==> src/rtl/write_back.sv <==
// Write-back stage: picks one completed result per cycle from the CSR, ALU
// and LSU queues, writes it to the register file and signals a retire. A CSR
// exception or mret entry starts a flush that redirects PC Control and drains
// every queue for FLUSH_CYCLES cycles.
module write_back #(
    parameter int xlen         = 32,
    parameter int FLUSH_CYCLES = 2
) (
    input  logic            clk,
    input  logic            rst_n,
    input  logic            alu_v,
    input  logic [xlen-1:0] alu_result,
    input  logic [4:0]      alu_rd,
    output logic            alu_ok,
    input  logic            lsu_v,
    input  logic [xlen-1:0] lsu_result,
    input  logic [4:0]      lsu_rd,
    output logic            lsu_ok,
    input  logic            csr_v,
    input  logic [xlen-1:0] csr_result,
    input  logic [4:0]      csr_rd,
    input  logic            csr_exception,
    input  logic [xlen-1:0] csr_target,
    output logic            csr_ok,
    output logic            rf_we,
    output logic [4:0]      rf_rd,
    output logic [xlen-1:0] rf_wdata,
    output logic            instret_v,
    output logic            flush,
    output logic [xlen-1:0] target
);

    typedef enum logic {
        RUN   = 1'b0,
        FLUSH = 1'b1
    } state_t;

    // rr_ptr: 0 means ALU has priority next, 1 means LSU has priority next
    localparam logic RR_ALU = 1'b0;
    localparam logic RR_LSU = 1'b1;
    localparam logic [3:0] CNT_LOAD = 4'(FLUSH_CYCLES - 1);

    state_t          state, state_nxt;
    logic [3:0]      cnt, cnt_nxt;
    logic            rr_ptr, rr_nxt;
    logic            gnt_alu, gnt_lsu, gnt_csr;
    logic            rf_we_nxt, instret_nxt, flush_nxt;
    logic [4:0]      rf_rd_nxt;
    logic [xlen-1:0] rf_wdata_nxt, target_nxt;

    // Arbitration, dequeue handshakes and next values of the registered outputs
    always_comb begin
        state_nxt    = state;
        cnt_nxt      = cnt;
        rr_nxt       = rr_ptr;
        gnt_csr      = 1'b0;
        gnt_alu      = 1'b0;
        gnt_lsu      = 1'b0;
        alu_ok       = 1'b0;
        lsu_ok       = 1'b0;
        csr_ok       = 1'b0;
        rf_we_nxt    = 1'b0;
        rf_rd_nxt    = rf_rd;
        rf_wdata_nxt = rf_wdata;
        instret_nxt  = 1'b0;
        flush_nxt    = flush;
        target_nxt   = target;

        case (state)
            RUN: begin
                flush_nxt = 1'b0;
                // CSR always first; ALU/LSU share by round-robin, and a lone
                // valid source wins regardless of the pointer.
                gnt_csr = csr_v;
                gnt_alu = !csr_v && alu_v && (!lsu_v || rr_ptr == RR_ALU);
                gnt_lsu = !csr_v && lsu_v && (!alu_v || rr_ptr == RR_LSU);
                csr_ok  = gnt_csr;
                alu_ok  = gnt_alu;
                lsu_ok  = gnt_lsu;

                if (gnt_csr) begin
                    if (csr_exception) begin
                        state_nxt  = FLUSH;
                        cnt_nxt    = CNT_LOAD;
                        flush_nxt  = 1'b1;
                        target_nxt = csr_target;
                    end else begin
                        instret_nxt = 1'b1;
                        if (csr_rd != 5'd0) begin
                            rf_we_nxt    = 1'b1;
                            rf_rd_nxt    = csr_rd;
                            rf_wdata_nxt = csr_result;
                        end
                    end
                end else if (gnt_alu) begin
                    rr_nxt      = RR_LSU;
                    instret_nxt = 1'b1;
                    if (alu_rd != 5'd0) begin
                        rf_we_nxt    = 1'b1;
                        rf_rd_nxt    = alu_rd;
                        rf_wdata_nxt = alu_result;
                    end
                end else if (gnt_lsu) begin
                    rr_nxt      = RR_ALU;
                    instret_nxt = 1'b1;
                    if (lsu_rd != 5'd0) begin
                        rf_we_nxt    = 1'b1;
                        rf_rd_nxt    = lsu_rd;
                        rf_wdata_nxt = lsu_result;
                    end
                end
            end

            FLUSH: begin
                // Drain: every queue is popped and its entry thrown away
                alu_ok    = 1'b1;
                lsu_ok    = 1'b1;
                csr_ok    = 1'b1;
                flush_nxt = 1'b1;
                if (cnt == 4'd0) begin
                    state_nxt = RUN;
                    flush_nxt = 1'b0;
                end else begin
                    cnt_nxt = cnt - 4'd1;
                end
            end

            default: begin
                state_nxt = RUN;
                flush_nxt = 1'b0;
            end
        endcase
    end

    // State, flush counter, round-robin pointer and registered outputs
    always_ff @(posedge clk or negedge rst_n) begin
        if (!rst_n) begin
            state     <= RUN;
            cnt       <= 4'd0;
            rr_ptr    <= RR_ALU;
            rf_we     <= 1'b0;
            rf_rd     <= 5'd0;
            rf_wdata  <= '0;
            instret_v <= 1'b0;
            flush     <= 1'b0;
            target    <= '0;
        end else begin
            state     <= state_nxt;
            cnt       <= cnt_nxt;
            rr_ptr    <= rr_nxt;
            rf_we     <= rf_we_nxt;
            rf_rd     <= rf_rd_nxt;
            rf_wdata  <= rf_wdata_nxt;
            instret_v <= instret_nxt;
            flush     <= flush_nxt;
            target    <= target_nxt;
        end
    end

endmodule

==> config.mk <==
export PLATFORM = sky130hd
export DESIGN_NAME = write_back
export DESIGN_NICKNAME = d
export VERILOG_FILES = /design/src/rtl/write_back.sv
export SDC_FILE = /design/constraint.sdc
export NUM_CORES = 1
export LEC_CHECK = 0
export ABC_AREA = 1
export BUFFER_PORTS_ARGS = -buffer_cell sky130_fd_sc_hd__buf_2
export CELL_PAD_IN_SITES_DETAIL_PLACEMENT = 0
export CELL_PAD_IN_SITES_GLOBAL_PLACEMENT = 2
export CORE_MARGIN = 10
export CORE_UTILIZATION = 25
export CTS_CLUSTER_DIAMETER = 50
export DETAILED_ROUTE_END_ITERATION = 12
export MAX_ROUTING_LAYER = met4
export PLACE_DENSITY = 0.94
export SETUP_SLACK_MARGIN = 0.3
export SLEW_MARGIN = 40
export SYNTH_ARGS = -nofsm -noshare
export SYNTH_HDL_FRONTEND = slang
export SYNTH_SLANG_ARGS = --single-unit
==> constraint.sdc <==
create_clock -name clk -period 2.3 [get_ports clk]
set_clock_uncertainty 0.1 [all_clocks]
set_input_delay 0.345 -clock clk [delete_from_list [all_inputs] [get_ports clk]]
set_output_delay 0.345 -clock clk [all_outputs]
set_load 0.03 [all_outputs]
# ---- Word-level counts from Yosys, hierarchy flattened
# Cells that the tools add are included.
dict set report op_classes {
  eq_ne 6
  div 0
  magnitude_cmp 0
  n_bitwise 3
  reduce_logical 20
  n_mux 40
  n_mul 0
  n_addsub 1
  n_shift 0
}
# operator count
set op_table {}
lappend op_table {{32-bit two-way mux} 7}
lappend op_table {{5-bit two-way mux} 7}
lappend op_table {{1-bit two-way mux} 18}
lappend op_table {{5-bit nonzero test} 3}
lappend op_table {{4-bit two-way mux} 3}
lappend op_table {{3-bit AND reduction} 3}
lappend op_table {{2-bit inequality test, second input constant} 4}
lappend op_table {{1-bit one-hot mux with 2 select lines} 4}
lappend op_table {{4-bit one-hot mux with 2 select lines} 1}
lappend op_table {{6-bit AND reduction} 1}
lappend op_table {{3-bit nonzero test} 2}
lappend op_table {{1-bit logical AND} 4}
lappend op_table {{4-bit zero test} 1}
lappend op_table {{4-bit by 1-bit subtractor with 4-bit output, second input constant} 1}
lappend op_table {{1-bit zero test} 3}
lappend op_table {{3-bit by 2-bit inequality test with 1-bit output, second input constant} 1}
lappend op_table {{1-bit inverter} 3}
lappend op_table {{1-bit logical OR} 2}
lappend op_table {{2-bit by 1-bit inequality test with 1-bit output, second input constant} 1}
lappend op_table {{2-bit nonzero test} 1}
dict set report totals {
  ff_bits 77
  mem_bits_ro 0
  ramBits 0
  memories 0
  output_inout_bits 75
  in_bits 149
  latchBits 0
}

# ---- Longest topological paths before layout
dict set report logic_depth {
  ltp_word 7
  mapped_depth 11
  depth_no_buf 9
}

# ---- Least setup slack after synthesis
# No wires, ideal clock.
dict set report synth_path {
  path_kind {input to output}
  start {in csr_v}
  end {out lsu_ok}
  setup_slack_ns 0.643
  arrival_ns 1.212
  path_stages 5
  n_path_buf 2
  cell_sequence {inv_2 > clkbuf_1 > buf_2 > o211ai_1 > nand2_1}
}
dict set report synth_via {
  elab_chain_len 4
}
# item line_no
set synth_rtl {}
lappend synth_rtl {{from (decl)} 19} ;# input logic csr_v,
lappend synth_rtl {{1-bit zero test} 76} ;# gnt_lsu = !csr_v && lsu_v && (!alu_v || rr_ptr == RR_LSU);
lappend synth_rtl {{1-bit logical AND (2 in series)} 76}
lappend synth_rtl {{1-bit one-hot mux with 2 select lines} 69} ;# case (state)
lappend synth_rtl {{to (decl)} 18} ;# output logic lsu_ok,
# Every way passes these cells.

# ---- Worst setup path after layout
dict set report layout_path {
  start {reg rr_ptr}
  end {out alu_ok}
}
dict set report layout_via {
  elab_chain_len 4
}
# item line_no
set layout_rtl {}
lappend layout_rtl {{from (decl)} 45} ;# logic rr_ptr, rr_nxt;
lappend layout_rtl {{from (signal assigned)} 150} ;# rr_ptr <= rr_nxt;
lappend layout_rtl {{1-bit inverter} 75} ;# gnt_alu = !csr_v && alu_v && (!lsu_v || rr_ptr == RR_ALU);
lappend layout_rtl {{1-bit logical OR} 75}
lappend layout_rtl {{1-bit logical AND} 75}
lappend layout_rtl {{1-bit one-hot mux with 2 select lines} 69}
lappend layout_rtl {{to (decl)} 14} ;# output logic alu_ok,
# Every way passes these cells.

==> key figures <==
Critical path
  – CP max stage delay: 390 ps
  – Crit path DAT: 1410 ps
  – Crit-path most repeated cell: nand2_1
  – CP cell instances: nand2_1, nand3_2, buf_6, nand2_1, clkbuf_4
  – WS Path Type: reg -> out
  – Setup crit start kind: register
  – Critical Path RT: 1860 ps
  – Reg-to-reg endpoint: rf_wdata[18]
  – CP startpoint: rr_ptr
  – CP max FO: 24
  – Critical Path Sink: alu_ok
  – R2R Path Start: state
  – Reg2Reg Setup Slack: 570 ps
  – Reg2Reg Depth: 9
  – CP max stage cell: dfrtp_1
  – CP endpoint kind: output pin

Placement
  – GPL Wtd Cong: 0.785
  – # port buffers: 223
  – Placed Area: 5540 sq um
  – DPL Wire Length: 11400 um

Synthesis
  – Mean post-synth cell area: 7.34 sq um
  – Largest family of logic cells by synthesized area: simple AND/OR/NAND/NOR gates
  – Mapped Nets: 718
  – Post-synth top flop: dfrtp_1
  – Main area contributors after synthesis: dfrtp_1, nand2_1, mux2_2, inv_1, nand3_1
  – Post-synth EDFFs: 0
  – Synth cell types: 22
  – Post-synthesis mux area share: 0.0866
  – Cells after Synth: 567
  – Synth Area in Simple Gates: 0.318
  – Post-Synth Adder-Cell Area: 0.00602
  – Post-Synth XOR/XNOR Area: 0.00211
  – Post-synthesis sequential area ratio: 0.463
  – Most instantiated library cell after synthesis: nand2_1
  – Synth Warn #: 0
  – Synth Register Bits: 77
  – Post-synth ARST share: 1.00
  – Cell taking the most area after synthesis: dfrtp_1
  – Yosys top cell area share: 0.463
  – Synth top cells by count: nand2_1, inv_1, dfrtp_1, nand3_1, mux2_2
  – Compound-gate portion of the synthesized area: 0.0126
  – Netlist Area Pre-Place: 4160 sq um

Power and ir drop
  – Pwr dens: 1270 nW/um^2
  – Clock power share: 0.207
  – Sw Pwr: 3.38 mW
  – Sw Ratio: 0.452
  – Pleak: 3.54 nW
  – Total chip power: 7.48 mW
  – Peak VDD IR: 0.663 mV
  – Internal power: 4.10 mW
  – Logic pwr share: 0.479
  – Part of the power in registers: 0.314

Timing
  – Min Clock Period, post-route: 1850 ps
  – Final hold slack: 142 ps
  – Setup_tns: 0 ps
  – Least-Margin Pin Slew: 522 ps
  – Tcrit/Tclk final: 0.804
  – Setup Viol. Count Final: 0
  – Slew margin rel.: 0.652
  – Max Slew Vio Count: 0
  – Unrepaired setup endpoints after global routing: no
  – Final hold violations: 0
  – FMAX: 540 MHz

Detailed routing
  – Routed len/inst: 14.3 um
  – Via density: 4.06
  – WL final: 14500 um
  – Drt first-iter violations: 158
  – Drt pass-1 iters: 4
  – Post-route ant nets: 0
  – # DRC: 0
  – Routed vias: 4130

CTS
  – H-tree depth: 3
  – Clk_lat worst skew: 330 ps
  – Clock Path Buffers: 2
  – Sink Count: 77
  – Root buffer selected by CTS: clkbuf_16
  – Clk slew on worst S/H paths: 60 ps
  – TritonCTS Buffers: 9
  – CTS tree: done

Global route
  – Total track usage: 0.131
  – Vias in the first global route: 4184
  – Pin count of the biggest net entering global routing: 43
  – First-pass GRT wire length: 22400 um
  – Grt total ovfl: 0
  – Initial antenna violation count: 3

Outcome
  – Status: finished, final reports clean

Cells and area
  – Share of cells above drive strength 1: 0.365
  – Nets: 940
  – Area Overhead vs Synth: 41.6%
  – Final cell area excluding filler cells: 5890 sq um

Floorplanning
  – Die Width: 149 um
  – Die height: 149 um
  – Initial Util: 0.253
  – Full die area: 22200 sq um
  – Core Area: 16500 sq um
  – Num rows: 47
  – I/O pins: 224

Worst hold path
  – Hold Path Class: in -> reg

Flow run
  – Max-capacitance violation count: 0
[registers in the layout, indices dropped and copies added (netlist names)]
| name | cells |
|---|---|
| rf_wdata | 32 |
| state | 1 |
| cnt | 4 |
| instret_v | 1 |
| rr_ptr | 1 |
| rf_rd | 5 |
| target | 32 |
| rf_we | 1 |
[per-layer routing]
layer,track usage,share of wire
met1,0.162,0.45
met2,0.203,0.46
met3,0.0404,0.076
met4,0.0383,0.011
met5,-,0
[area by class of cell]
class	instances	area, sq um
Clock inverter	7	98.8
Inverter	86	323
Sequential cell	77	1930
Fill cell	1823	10600
Clock buffer	9	225
Multi-Input combinational cell	379	1780
Timing Repair Buffer	236	1250
Antenna cell	3	7.51
Tap cell	220	275
[power by group through the flow]
stage / Sequential [mW] / Combinational [mW] / Clock [mW]
finish: 2.35 / 3.58 / 1.55
CTS: 2.36 / 3.64 / 1.60
detailed placement: 2.37 / 3.64 / 0
global placement: 2.36 / 3.61 / 0
global route: 2.42 / 3.91 / 1.66
floorplan: 3.58 / 1.19 / 0
[cells by family after synthesis]
group | after synthesis
XOR/XNOR | 1
adder cells (fa/ha/maj) | 2
flip-flops | 77
buffers and inverters | 111
AND/OR/NAND/NOR | 335
AO/OA/AOI/OAI | 9
multiplexers | 32
[per-stage QoR]
step           utilization  std cells  worst slack (ps)
2_1_floorplan            -        567               643
3_3_place_gp         0.337        997               485
3_5_place_dp         0.337        997               422
4_1_cts              0.357       1014               367
5_1_grt              0.358       1017               339
6_report             0.358       1017               450
[critical path: cells and delay by family, from the launching register on]
kind	cells	cell delay, ps
buf+inv	2	370
flops	1	390
simple gates	3	310
[worst min path at each step]
stage	from	endpoint	depth (start not counted)
4_1_cts	csr_target[0]	target[0]	2
6_report	csr_target[13]	target[13]	2
5_1_grt	csr_target[13]	target[13]	2
3_5_place_dp	rst_n	target[11]	1
3_3_place_gp	rst_n	target[11]	1
2_1_floorplan	rst_n	cnt[0]	0
[timing repair]
item                                    CTS  global route
hold endpoints to repair                 35             0
setup buffers                             0             0
resized for setup                         0             2
hold buffers                              1             0
endpoints found under the setup margin    0             1
[layout by cell type (no fill, tap or decap), drive strengths merged]
cell type,Yosys,layout
bufinv,0,2
nand2,276,276
o22ai,2,2
mux2,32,32
buf,19,234
o21ai,3,3
inv,86,87
o31ai,1,1
nand4,2,2
a21oi,2,2
xnor2,1,1
o211ai,1,1
diode,0,3
dfrtp,77,77
clkinvlp,0,4
nand3,40,40
ha,2,2
clkbuf,6,10
dlygate4sd3,0,1
nor2,17,17
No activity file was read; power rests on OpenSTA's default activity.
